**config.mk**
```make
export PLATFORM = sky130hd
export DESIGN_NAME = lbp_stream_flat
export DESIGN_NICKNAME = d
export VERILOG_FILES = /design/src/rtl/lbp_pkg.sv /design/src/rtl/lbp_stream_if.sv /design/src/rtl/lbp_code.sv /design/src/rtl/lbp_stream.sv /design/src/flat_wrapper.sv
export SDC_FILE = /design/constraint.sdc
export NUM_CORES = 1
export LEC_CHECK = 0
export ABC_AREA = 1
export CAP_MARGIN = 0
export CORE_MARGIN = 1
export CORE_UTILIZATION = 55
export DETAILED_ROUTE_END_ITERATION = 12
export DONT_BUFFER_PORTS = 1
export GPL_TIMING_DRIVEN = 0
export PLACE_DENSITY_LB_ADDON = 0.12
export SLEW_MARGIN = 30
export SYNTH_ARGS = -nofsm -noshare
export SYNTH_HDL_FRONTEND = slang
export SYNTH_SLANG_ARGS = --single-unit
```
**constraint.sdc**
```tcl
create_clock -name clk -period 6.4 [get_ports clk]
set_input_delay 0.64 -clock clk [delete_from_list [all_inputs] [get_ports clk]]
set_output_delay 0.64 -clock clk [all_outputs]
set_load 0.03 [all_outputs]
```
**src/rtl/lbp_pkg.sv**
```systemverilog
// -----------------------------------------------------------------------------
// lbp_pkg
// Shared definitions for the streaming Local Binary Pattern engine:
//   - FSM state encoding
//   - border policy constants
//   - bit position of each neighbour inside the 8-bit LBP code
//   - coordinate clamp helper used to address neighbours at the image edge
// -----------------------------------------------------------------------------
package lbp_pkg;

    typedef enum logic [1:0] {
        IDLE  = 2'd0,
        FETCH = 2'd1,
        WRITE = 2'd2,
        DONE  = 2'd3
    } state_t;

    localparam logic BORDER_ZERO = 1'b0;
    localparam logic BORDER_REP  = 1'b1;

    // Bit index of each neighbour in the code (T=top row, B=bottom row).
    localparam int NB_TL = 0;
    localparam int NB_T  = 1;
    localparam int NB_TR = 2;
    localparam int NB_L  = 3;
    localparam int NB_R  = 4;
    localparam int NB_BL = 5;
    localparam int NB_B  = 6;
    localparam int NB_BR = 7;

    // Step a coordinate by sel-1 (sel: 0 -> v-1, 1 -> v, 2 -> v+1),
    // clamped to [0, hi].
    function automatic int unsigned clamp_step(int unsigned v, logic [1:0] sel,
                                               int unsigned hi);
        int unsigned r;
        r = v;
        if (sel == 2'd0) begin
            if (v != 0) r = v - 1;
        end else if (sel == 2'd2) begin
            if (v < hi) r = v + 1;
        end
        return r;
    endfunction

endpackage

```
**src/rtl/lbp_stream_if.sv**
```systemverilog
// -----------------------------------------------------------------------------
// lbp_stream_if
// Host / memory side signals of the LBP engine.
//   gray_ready, border_mode : host control (start, border policy)
//   gray_addr, gray_req     : gray memory read request
//   gray_data               : read data, valid one cycle after gray_req
//   lbp_addr, lbp_valid,
//   lbp_data                : LBP memory write strobe
//   finish                  : sticky completion flag
// modport master : the LBP engine
// modport slave  : host plus gray/LBP memories
// -----------------------------------------------------------------------------
interface lbp_stream_if #(
    parameter int PIX_W  = 8,
    parameter int ADDR_W = 14
);
    logic              gray_ready;
    logic              border_mode;
    logic [ADDR_W-1:0] gray_addr;
    logic              gray_req;
    logic [PIX_W-1:0]  gray_data;
    logic [ADDR_W-1:0] lbp_addr;
    logic              lbp_valid;
    logic [7:0]        lbp_data;
    logic              finish;

    modport master (
        input  gray_ready, border_mode, gray_data,
        output gray_addr, gray_req, lbp_addr, lbp_valid, lbp_data, finish
    );

    modport slave (
        output gray_ready, border_mode, gray_data,
        input  gray_addr, gray_req, lbp_addr, lbp_valid, lbp_data, finish
    );
endinterface

```
**src/rtl/lbp_code.sv**
```systemverilog
// -----------------------------------------------------------------------------
// lbp_code
// Combinational LBP code of a 3x3 window.
//   win  : window, win[row][col], row 0 = y-1, col 0 = x-1, centre win[1][1]
//   code : bit k set when neighbour k >= centre (unsigned compare)
// -----------------------------------------------------------------------------
module lbp_code
    import lbp_pkg::*;
#(
    parameter int PIX_W = 8
) (
    input  logic [2:0][2:0][PIX_W-1:0] win,
    output logic [7:0]                 code
);
    always_comb begin
        // NOTE: every output of a combinational block gets a default first so
        // no path can leave it unassigned and infer a latch.
        code        = '0;
        code[NB_TL] = (win[0][0] >= win[1][1]);
        code[NB_T]  = (win[0][1] >= win[1][1]);
        code[NB_TR] = (win[0][2] >= win[1][1]);
        code[NB_L]  = (win[1][0] >= win[1][1]);
        code[NB_R]  = (win[1][2] >= win[1][1]);
        code[NB_BL] = (win[2][0] >= win[1][1]);
        code[NB_B]  = (win[2][1] >= win[1][1]);
        code[NB_BR] = (win[2][2] >= win[1][1]);
    end
endmodule

```
**src/rtl/lbp_stream.sv**
```systemverilog
// -----------------------------------------------------------------------------
// lbp_stream
// Streams a grayscale image out of gray memory and writes one LBP code per
// pixel, row-major, into LBP memory. The 3x3 window slides along a row so an
// interior pixel costs three reads (5 cycles) once the window is primed; a
// fresh window costs nine reads (11 cycles).
//   clk, reset : clock, asynchronous active-high reset
//   bus        : lbp_stream_if.master (host control, gray read port,
//                LBP write port, finish)
// -----------------------------------------------------------------------------
module lbp_stream
    import lbp_pkg::*;
#(
    parameter int IMG_W  = 128,
    parameter int IMG_H  = 128,
    parameter int PIX_W  = 8,
    parameter int ADDR_W = 14
) (
    input  logic         clk,
    input  logic         reset,
    lbp_stream_if.master bus
);
    localparam logic [ADDR_W-1:0] ROW_STEP = ADDR_W'(IMG_W);
    localparam logic [ADDR_W-1:0] X_MAX    = ADDR_W'(IMG_W - 1);
    localparam logic [ADDR_W-1:0] Y_MAX    = ADDR_W'(IMG_H - 1);
    localparam logic [ADDR_W-1:0] ONE      = ADDR_W'(1);

    state_t state, state_nx;

    logic                       mode;       // border policy latched at start
    logic [ADDR_W-1:0]          x, y;
    logic [ADDR_W-1:0]          row_base;   // y*IMG_W, kept incrementally
    logic                       win_valid;
    logic [3:0]                 fcnt;       // FETCH cycle counter
    logic                       cap_en;     // a read issued last cycle
    logic [1:0]                 cap_row, cap_col;
    logic [2:0][2:0][PIX_W-1:0] win;
    logic [7:0]                 code;

    logic                       skip, row_end, last_pix, next_skip;
    logic [ADDR_W-1:0]          x_nx, y_nx;
    logic [3:0]                 n_rd;
    logic                       issue;
    logic [1:0]                 iss_row, iss_col;
    logic [ADDR_W-1:0]          nb_x, nb_row_base;

    function automatic logic on_edge(logic [ADDR_W-1:0] px, logic [ADDR_W-1:0] py);
        return (px == '0) || (px == X_MAX) || (py == '0) || (py == Y_MAX);
    endfunction

    lbp_code #(.PIX_W(PIX_W)) u_code (
        .win  (win),
        .code (code)
    );

    // Scan position and the read currently being issued.
    always_comb begin
        row_end   = (x == X_MAX);
        last_pix  = row_end && (y == Y_MAX);
        x_nx      = row_end ? '0 : x + ONE;
        y_nx      = row_end ? y + ONE : y;
        skip      = (mode == BORDER_ZERO) && on_edge(x, y);
        next_skip = (mode == BORDER_ZERO) && on_edge(x_nx, y_nx);

        n_rd  = win_valid ? 4'd3 : 4'd9;
        issue = (state == FETCH) && !skip && (fcnt < n_rd);

        // Columns are read left, centre, right; each one top to bottom.
        iss_col = 2'd2;
        iss_row = fcnt[1:0];
        if (!win_valid) begin
            if (fcnt >= 4'd6) begin
                iss_col = 2'd2;
                iss_row = 2'(fcnt - 4'd6);
            end else if (fcnt >= 4'd3) begin
                iss_col = 2'd1;
                iss_row = 2'(fcnt - 4'd3);
            end else begin
                iss_col = 2'd0;
                iss_row = fcnt[1:0];
            end
        end

        nb_x = ADDR_W'(clamp_step(32'(x), iss_col, IMG_W - 1));
        nb_row_base = row_base;
        if (iss_row == 2'd0 && y != '0)    nb_row_base = row_base - ROW_STEP;
        if (iss_row == 2'd2 && y != Y_MAX) nb_row_base = row_base + ROW_STEP;

        bus.gray_req  = issue;
        bus.gray_addr = issue ? nb_row_base + nb_x : '0;
    end

    always_comb begin
        state_nx = state;
        unique case (state)
            IDLE:  if (bus.gray_ready) state_nx = FETCH;
            // The first pixel always enters FETCH; a zero-policy border pixel
            // leaves it at once without issuing a read.
            FETCH: if (skip || fcnt == n_rd) state_nx = WRITE;
            WRITE: begin
                if (last_pix)       state_nx = DONE;
                else if (next_skip) state_nx = WRITE;
                else                state_nx = FETCH;
            end
            DONE:  state_nx = DONE;
            default: state_nx = IDLE;
        endcase
    end

    always_ff @(posedge clk or posedge reset) begin
        if (reset) state <= IDLE;
        else       state <= state_nx;
    end

    always_ff @(posedge clk or posedge reset) begin
        if (reset) begin
            mode          <= BORDER_ZERO;
            x             <= '0;
            y             <= '0;
            row_base      <= '0;
            win_valid     <= 1'b0;
            fcnt          <= '0;
            cap_en        <= 1'b0;
            cap_row       <= '0;
            cap_col       <= '0;
            bus.lbp_addr  <= '0;
            bus.lbp_valid <= 1'b0;
            bus.lbp_data  <= '0;
            bus.finish    <= 1'b0;
        end else begin
            // NOTE: state registers use non-blocking assignments so every
            // register samples the values from before this edge.
            cap_en        <= issue;
            cap_row       <= iss_row;
            cap_col       <= iss_col;
            bus.lbp_valid <= 1'b0;
            unique case (state)
                IDLE: begin
                    if (bus.gray_ready) mode <= bus.border_mode;
                end
                FETCH: begin
                    fcnt <= (state_nx == WRITE) ? 4'd0 : fcnt + 4'd1;
                end
                WRITE: begin
                    bus.lbp_valid <= 1'b1;
                    bus.lbp_addr  <= row_base + x;
                    bus.lbp_data  <= skip ? 8'h00 : code;
                    // A skipped pixel or a new row leaves nothing to slide.
                    win_valid     <= !skip && !row_end;
                    if (!last_pix) begin
                        x <= x_nx;
                        y <= y_nx;
                        if (row_end) row_base <= row_base + ROW_STEP;
                    end
                end
                DONE: begin
                    bus.finish <= 1'b1;
                end
                default: ;
            endcase
        end
    end

    // NOTE: the window is pure datapath and is always fully loaded before it
    // is used, so it carries no reset.
    always_ff @(posedge clk) begin
        if (state == FETCH && fcnt == 4'd0 && win_valid && !skip) begin
            for (int r = 0; r < 3; r++) begin
                win[r][0] <= win[r][1];
                win[r][1] <= win[r][2];
            end
        end
        if (cap_en) win[cap_row][cap_col] <= bus.gray_data;
    end

endmodule

```
**src/flat_wrapper.sv**
```systemverilog
// flat-port wrapper written by rule: the top's interface ports become plain ports
module lbp_stream_flat import lbp_pkg::*;
#(
    parameter int IMG_W  = 128,
    parameter int IMG_H  = 128,
    parameter int PIX_W  = 8,
    parameter int ADDR_W = 14
)
  (clk, reset, bus_gray_ready, bus_border_mode, bus_gray_data, bus_gray_addr, bus_gray_req, bus_lbp_addr, bus_lbp_valid, bus_lbp_data, bus_finish);
  lbp_stream_if #(.PIX_W(PIX_W), .ADDR_W(ADDR_W)) bus_i ();
  input  logic clk;
  input  logic reset;
  input wire logic [$bits(bus_i.gray_ready)-1:0] bus_gray_ready;
  input wire logic [$bits(bus_i.border_mode)-1:0] bus_border_mode;
  input wire logic [$bits(bus_i.gray_data)-1:0] bus_gray_data;
  output wire logic [$bits(bus_i.gray_addr)-1:0] bus_gray_addr;
  output wire logic [$bits(bus_i.gray_req)-1:0] bus_gray_req;
  output wire logic [$bits(bus_i.lbp_addr)-1:0] bus_lbp_addr;
  output wire logic [$bits(bus_i.lbp_valid)-1:0] bus_lbp_valid;
  output wire logic [$bits(bus_i.lbp_data)-1:0] bus_lbp_data;
  output wire logic [$bits(bus_i.finish)-1:0] bus_finish;
  assign bus_i.gray_ready = bus_gray_ready;
  assign bus_i.border_mode = bus_border_mode;
  assign bus_i.gray_data = bus_gray_data;
  assign bus_gray_addr = bus_i.gray_addr;
  assign bus_gray_req = bus_i.gray_req;
  assign bus_lbp_addr = bus_i.lbp_addr;
  assign bus_lbp_valid = bus_i.lbp_valid;
  assign bus_lbp_data = bus_i.lbp_data;
  assign bus_finish = bus_i.finish;
  lbp_stream #(.IMG_W(IMG_W), .IMG_H(IMG_H), .PIX_W(PIX_W), .ADDR_W(ADDR_W)) u_core (.clk(clk), .reset(reset), .bus(bus_i));
endmodule
```
==> results of run 1 <==
-- layout make-up --
type                       count  area [sq um]  area share
sequential                   144          3480       0.332
tap                          220           275      0.0262
clock inverter                15           173      0.0164
multi-input combinational    891          5190       0.494
inverter                     199           749      0.0714
timing repair buffer           1          20.0     0.00191
clock buffer                  17           425      0.0405
buffer                        39           184      0.0175
-- cell families after synthesis --
logic type / Yosys count
simple gates: 523
compound gates: 242
buf+inv: 238
flops: 144
fa+ha+maj: 91
xor+xnor: 33
mux: 2
-- report_power, final --
group | switching [mW] | internal [mW] | total, mW
clock network | 0.441 | 0.587 | 1.03
registers | 0.00105 | 0.927 | 0.928
logic | 0.0114 | 0.00218 | 0.0136
total | 0.453 | 1.52 | 1.97
-- flip-flops by register name (all words and copies together) (netlist names), 2 cells and up --
signal               flops
u_core.win              72
u_core.bus.lbp_addr     14
u_core.x                14
u_core.y                14
u_core.bus.lbp_data      8
u_core.row_base          7
u_core.fcnt              4
u_core.cap_col           2
u_core.cap_row           2
u_core.state             2
-- layout by cell type (no fill, tap or decap), types with 6 or more instances in the layout --
cell,synthesis,final
inv_1,191,190
nor2_2,7,7
dfrtp_1,72,72
buf_2,15,15
nand4_1,15,15
nand3_1,110,110
edfxtp_1,24,24
nand2_1,270,270
o21a_1,9,9
clkbuf_1,22,22
a22o_1,14,14
xor2_1,30,30
a21oi_1,54,54
o211ai_1,10,10
nor3_1,7,6
nor2_1,92,92
o21ai_0,120,120
o21bai_1,12,12
inv_2,7,7
clkbuf_16,0,17
dfxtp_1,48,48
ha_1,89,89
-- worst reg2reg max path: stages, from the launching register on --
cell and delay, ps:
dfrtp_1 470, inv_1 280, ha_1 250, nand3_1 130, nor3_2 250, nand2_1 100, inv_2 90, nand2_1 50
nand4_1 80, nand2_1 90, nand2_1 190, clkbuf_1 490, o211ai_1 150, o21ai_0 100, inv_1 60
-- worst min path at each step --
stage,depth (start not counted),slack (ps),to
detailed placement,4,560,u_core.win[50]
finish,1,140,u_core.bus.finish
global route,1,180,u_core.fcnt[2]
CTS,1,160,u_core.bus.finish
global placement,1,540,u_core.row_base[7]
floorplan,1,510,u_core.row_base[7]
-- per-layer routing --
| metal | share of wire | GRT usage | wire [um] |
|---|---|---|---|
| met2 | 0.51 | 0.527 | 12700 |
| met3 | 0.046 | 0.0563 | 1160 |
| met4 | 0.027 | 0.119 | 677 |
| met1 | 0.42 | 0.351 | 10600 |
| met5 | 0 | 0 | 0 |
-- stage by stage --
| stage | setup slack [ps] | cell area (sq um) | power [mW] |
|---|---|---|---|
| after floorplan | 2060 | 9600 | 0.955 |
| after global placement | 1400 | 9870 | 0.959 |
| after detailed placement | 1390 | 9910 | 0.961 |
| after CTS | 894 | 10500 | 1.98 |
| after global routing | 465 | 10500 | 2.02 |
| final | 867 | 10500 | 1.97 |
==> qor.csv, run 1 <==
stage,metric,value,unit
placed_design,post-detail-place hpwl,18800,um
sta,Sum Neg Setup Slack,0,ps
setup_path,Setup crit end kind,primary output,
drt,Initial DRC Count,426,
cts,CTS tree,built,
logic_synthesis,number of flops mapped to enable cells by yosys,24,
drt,post-route ant nets,0,
drt,Total Wirelength,25100,um
sta,WHS,144,ps
logic_synthesis,post-synthesis mux area share,0.00222,
floorplan,Core ar.,16800,sq um
sta,Slew HR,0.399,
logic_synthesis,"Seq/Total Area, Yosys",0.363,
sta,Max Freq,0.181,GHz
setup_path,crit path max fanout,7,
cells_and_area,ant diodes,0,
cells_and_area,fillcell total,1533,
floorplan,Initial Utilization,0.571,
sta,Finish-stage setup viols,0,
power_and_ir_drop,maximum vdd drop,0.186,mV
cells_and_area,Final nets,1396,
setup_path,Worst path slowest cell,nor2_1,
grt,GRT Total Usage,0.297,
cells_and_area,Area growth syn-to-layout,9.45,%
setup_path,Worst setup startpoint,u_core.x[0],
drt,Wirelength per Cell,16.5,um
grt,largest net degree at the start of global routing,45,
power_and_ir_drop,P_leak,5.31,nW
setup_path,CP Buf/Inv Count,4,
setup_path,Reg2Reg Setup Slack,3500,ps
logic_synthesis,Synth Cell Area,9600,sq um
placed_design,placed cells,1494,
placed_design,IO Port Bufs,0,
logic_synthesis,syn_nets,1376,
floorplan,Die Span Y,134,um
drt,Via density,5.54,
sta,final clock skew,10.5,ps
status,status,"complete, no violations",
cts,Post-CTS Setup Bufs,0,
logic_synthesis,Yosys top cell by area,dfrtp_1,
logic_synthesis,compound-cell area share of the yosys netlist,0.145,
drt,DRC,0,
cts,Clock Latency Late Sink,440,ps
power_and_ir_drop,pwr dens,187,nW/um^2
logic_synthesis,synth cell count leaders,"nand2_1 (270), inv_1 (191), o21ai_0 (120)",
cts,clock root buffer,clkbuf_16,
logic_synthesis,Synth cell types,51,
sta,RSZ-0062 raised after global routing,no,
setup_path,RR Endpoint,u_core.win[31],
flow_run,max_cap viols,0,
floorplan,# IOs,51,
setup_path,Worst Setup EP,bus_gray_addr[13],
logic_synthesis,Seq cells post-synth,144,
logic_synthesis,Post-Synth Adder-Cell Area,0.120,
grt,first-pass GRT wire length,41400,um
grt,GR Overflow Total,0,
cts,CTS Buf Count,17,
setup_path,startpoint types,flop,
drt,via count,8455,
sta,Final Hold Fails,0,
cts,Max clock buf depth,2,
floorplan,Horiz. Die Dim,134,um
hold_path,Hold Crit Class,input port to async pin,
setup_path,"CP delay by family, top",simple AND/OR/NAND/NOR gates,
cells_and_area,layout cells sized above 1,0.0658,
setup_path,CP peak stage delay,550,ps
setup_path,CP dominant cell by count,nand2_1,
logic_synthesis,dominant cells by area after synthesis,"dfrtp_1 (19%), ha_1 (12%), nand2_1 (11%)",
setup_path,crit path kind,flop to primary output,
sta,Final period util,0.864,
sta,pins over their slew limit,0,
cts,H-Tree Depth,4,
sta,measured slew at the worst slew-check pin,899,ps
setup_path,Worst EP arrival,4890,ps
setup_path,Crit path required time,5760,ps
grt,vias in the first global route,8251,
cells_and_area,final core area utilization,0.625,
cts,PostCTS Resize Cnt,0,
setup_path,reg2reg path depth,14,
logic_synthesis,prevailing post-synth register cell,dfrtp_1,
setup_path,CP Depth,25,
cts,"Reg clk slew, reported paths",60,ps
logic_synthesis,Post-synth ARST share,0.500,
sta,fin crit period,5530,ps
logic_synthesis,synthesis warning total,0,
logic_synthesis,most numerous cell in the Yosys netlist,nand2_1,
logic_synthesis,Avg Inst Size Synth,7.54,sq um
cells_and_area,Finished Layout Cells,1526,
grt,initial antenna violation count,0,
floorplan,die area,18000,sq um
drt,1st-pass router iterations,5,
logic_synthesis,Synth Area in XOR/XNOR,0.0301,
placed_design,gpl congestion,0.942,
floorplan,Rows,47,
logic_synthesis,Post-Synth Simple-Gate Area,0.242,
logic_synthesis,Yosys top cell area share,0.188,
cts,cts hold-fix bufs,0,
logic_synthesis,Syn Inst Count,1273,
logic_synthesis,main combinational cell family by area after synthesis,simple AND/OR/NAND/NOR gates,
cts,clk sink count,144,
setup_path,RR Startpoint,u_core.x[0],
No activity file was read; power rests on OpenSTA's default activity.
==> run 2: changes to the inputs <==
--- a/config.mk
+++ b/config.mk
@@ -10,7 +10,6 @@
 export CORE_MARGIN = 1
 export CORE_UTILIZATION = 55
 export DETAILED_ROUTE_END_ITERATION = 12
-export DONT_BUFFER_PORTS = 1
 export GPL_TIMING_DRIVEN = 0
 export PLACE_DENSITY_LB_ADDON = 0.12
 export SLEW_MARGIN = 30
==> run 2 against run 1 <==
Net effect:
- die area did not move
- register-to-register slack got worse by 20 ps
- wire length fell by 0.16%
- total power rose by 0.73%
- worst setup slack got worse by 390 ps
- largest power group unchanged
- highest routed layer unchanged
==> qor.csv, run 2 (synthesis gave the netlist of run 1 again) <==
stage,metric,value,unit,change
drt,via count,8721,,+3.1%
setup_path,Worst path slowest cell,clkdlybuf4s50_1,,
floorplan,Initial Utilization,0.571,,unchanged
cts,CTS Buf Count,17,,unchanged
grt,gr busiest metal,met2,,
cells_and_area,register with the most flip-flops,u_core.win,,
setup_path,Worst EP arrival,5290,ps,+400 ps
cells_and_area,fin area,11000,sq um,+4.7%
setup_path,CP peak stage delay,710,ps,+160 ps
grt,first-pass GRT wire length,41000,um,-0.83%
cells_and_area,Area growth syn-to-layout,14.6,%,
power_and_ir_drop,pwr dens,180,nW/um^2,-3.8%
drt,DRC,0,,unchanged
grt,met3 Use GR,0.0476,,-0.00869
sta,fin crit period,5930,ps,+393 ps
placed_design,placed cells,1544,,+3.3%
placed_design,IO Port Bufs,50,,+50
drt,Initial DRC Count,499,,+17%
drt,Via density,5.53,,-0.13%
grt,largest net degree at the start of global routing,44,,-2.2%
cts,Clock Latency Late Sink,440,ps,about the same
setup_path,CP dominant cell by count,nand2_1,,
setup_path,startpoint types,flop,,
floorplan,# IOs,51,,unchanged
floorplan,Rows,47,,unchanged
grt,GRT Total Usage,0.292,,-0.00461
floorplan,Horiz. Die Dim,134,um,unchanged
cells_and_area,Final nets,1446,,+3.6%
grt,met1 Use GR,0.351,,about the same
floorplan,die area,18000,sq um,unchanged
sta,Finish-stage setup viols,0,,unchanged
floorplan,Die Span Y,134,um,unchanged
sta,Final Hold Fails,0,,unchanged
cells_and_area,Finished Layout Cells,1576,,+3.3%
cells_and_area,"most common cell after layout, fill and taps aside",nand2_1,,
cts,Max clock buf depth,2,,unchanged
flow_run,max_cap viols,0,,unchanged
cells_and_area,ant diodes,0,,unchanged
sta,final clock skew,14.2,ps,+3.72 ps
sta,RSZ-0062 raised after global routing,no,,
drt,post-route ant nets,0,,unchanged
drt,Wirelength per Cell,15.9,um,-3.3%
grt,met2 global-route usage,0.519,,-0.00864
cts,PostCTS Resize Cnt,0,,unchanged
placed_design,gpl congestion,0.916,,-2.8%
hold_path,Hold Crit Class,flop to flop,,
setup_path,crit path kind,flop to primary output,,
setup_path,crit path max fanout,9,,+2
power_and_ir_drop,P_leak,5.49,nW,+3.4%
cts,CTS tree,built,,
setup_path,Setup crit end kind,primary output,,
cells_and_area,most frequent cells in the layout,"nand2_1 (270), inv_1 (190), o21ai_0 (120)",,
cts,H-Tree Depth,4,,unchanged
cts,clk sink count,144,,unchanged
sta,WHS,482,ps,+338 ps
cells_and_area,final core area utilization,0.654,,+0.0295
drt,1st-pass router iterations,5,,unchanged
setup_path,CP Buf/Inv Count,4,,unchanged
cells_and_area,layout cells sized above 1,0.0612,,-0.00464
sta,Slew HR,0.357,,-0.0416
power_and_ir_drop,maximum vdd drop,0.207,mV,+11%
cts,Post-CTS Setup Bufs,0,,unchanged
cts,clock root buffer,clkbuf_16,,
sta,Final period util,0.926,,+0.0613
setup_path,Crit path required time,5760,ps,about the same
setup_path,"CP delay by family, top",simple AND/OR/NAND/NOR gates,,
placed_design,placed inst area,10400,sq um,+5.0%
sta,pins over their slew limit,0,,unchanged
cts,"Reg clk slew, reported paths",60,ps,about the same
sta,measured slew at the worst slew-check pin,959,ps,+60.0 ps
placed_design,post-detail-place hpwl,18800,um,-0.34%
drt,Total Wirelength,25100,um,-0.16%
grt,GR Overflow Total,0,,unchanged
floorplan,Core ar.,16800,sq um,unchanged
status,status,"complete, no violations",,
grt,vias in the first global route,8446,,+2.4%
cells_and_area,max FFs per register,72,,unchanged
cts,cts hold-fix bufs,0,,unchanged
grt,initial antenna violation count,0,,unchanged
sta,Sum Neg Setup Slack,0,ps,unchanged
sta,Max Freq,0.169,GHz,-6.6%
[run 2: changes by cell type in the layout (fill, tap and decap cells not counted), sizes merged]
cell and delta:
inv -7, clkbuf +4, clkinv +2, bufinv +1, clkdlybuf4s50 +50
[run 2: path summary, 6_finish.rpt]
| path | start | endpoint | slack, ps | cells after the start |
|---|---|---|---|---|
| max | u_core.fcnt[0] | bus_gray_addr[13] | 470 | 26 |
| min | u_core.bus.lbp_data[6] | u_core.bus.lbp_data[6] | 480 | 2 |
| max reg2reg | u_core.state[1] | u_core.bus.lbp_data[2] | 3480 | 6 |
| min reg2reg | u_core.bus.lbp_data[6] | u_core.bus.lbp_data[6] | 480 | 2 |
| max in group asynchronous | reset | u_core.bus.lbp_data[6] | 5260 | 3 |
| min in group asynchronous | reset | u_core.y[12] | 580 | 2 |
[run 2: power breakdown]
| part | switching, mW | internal (mW) | total (mW) |
|---|---|---|---|
| registers | 0.000195 | 0.927 | 0.927 |
| clock network | 0.397 | 0.630 | 1.03 |
| logic | 0.0197 | 0.00912 | 0.0288 |
| total | 0.417 | 1.57 | 1.98 |
[run 2: layer usage]
layer	vias to the layer above	share of wire
li1	4340	-
met1	4099	0.43
met2	224	0.51
met3	58	0.038
met4	0	0.028
met5	-	0
[run 2: layout make-up]
cell class / instances / area, sq um
repair buffers: 51 / 528
multi-input cells: 891 / 5180
clock buffers: 21 / 460
inverters: 199 / 749
fillers: 1509 / 5820
flip-flops and latches: 144 / 3480
plain buffers: 39 / 184
clock inverters: 11 / 138
well taps: 220 / 275
[run 2: worst min-delay path: cells and delay by family, from the launching register on]
family	cells	cell delay, ps
AND/OR/NAND/NOR	2	100
flip-flops	1	350
[run 2: per-stage QoR]
step,setup slack (ps),total power [mW]
after floorplan,2060,0.955
after global placement,1080,0.973
after detailed placement,1030,0.975
after CTS,522,1.99
after global routing,134,2.03
final,475,1.98
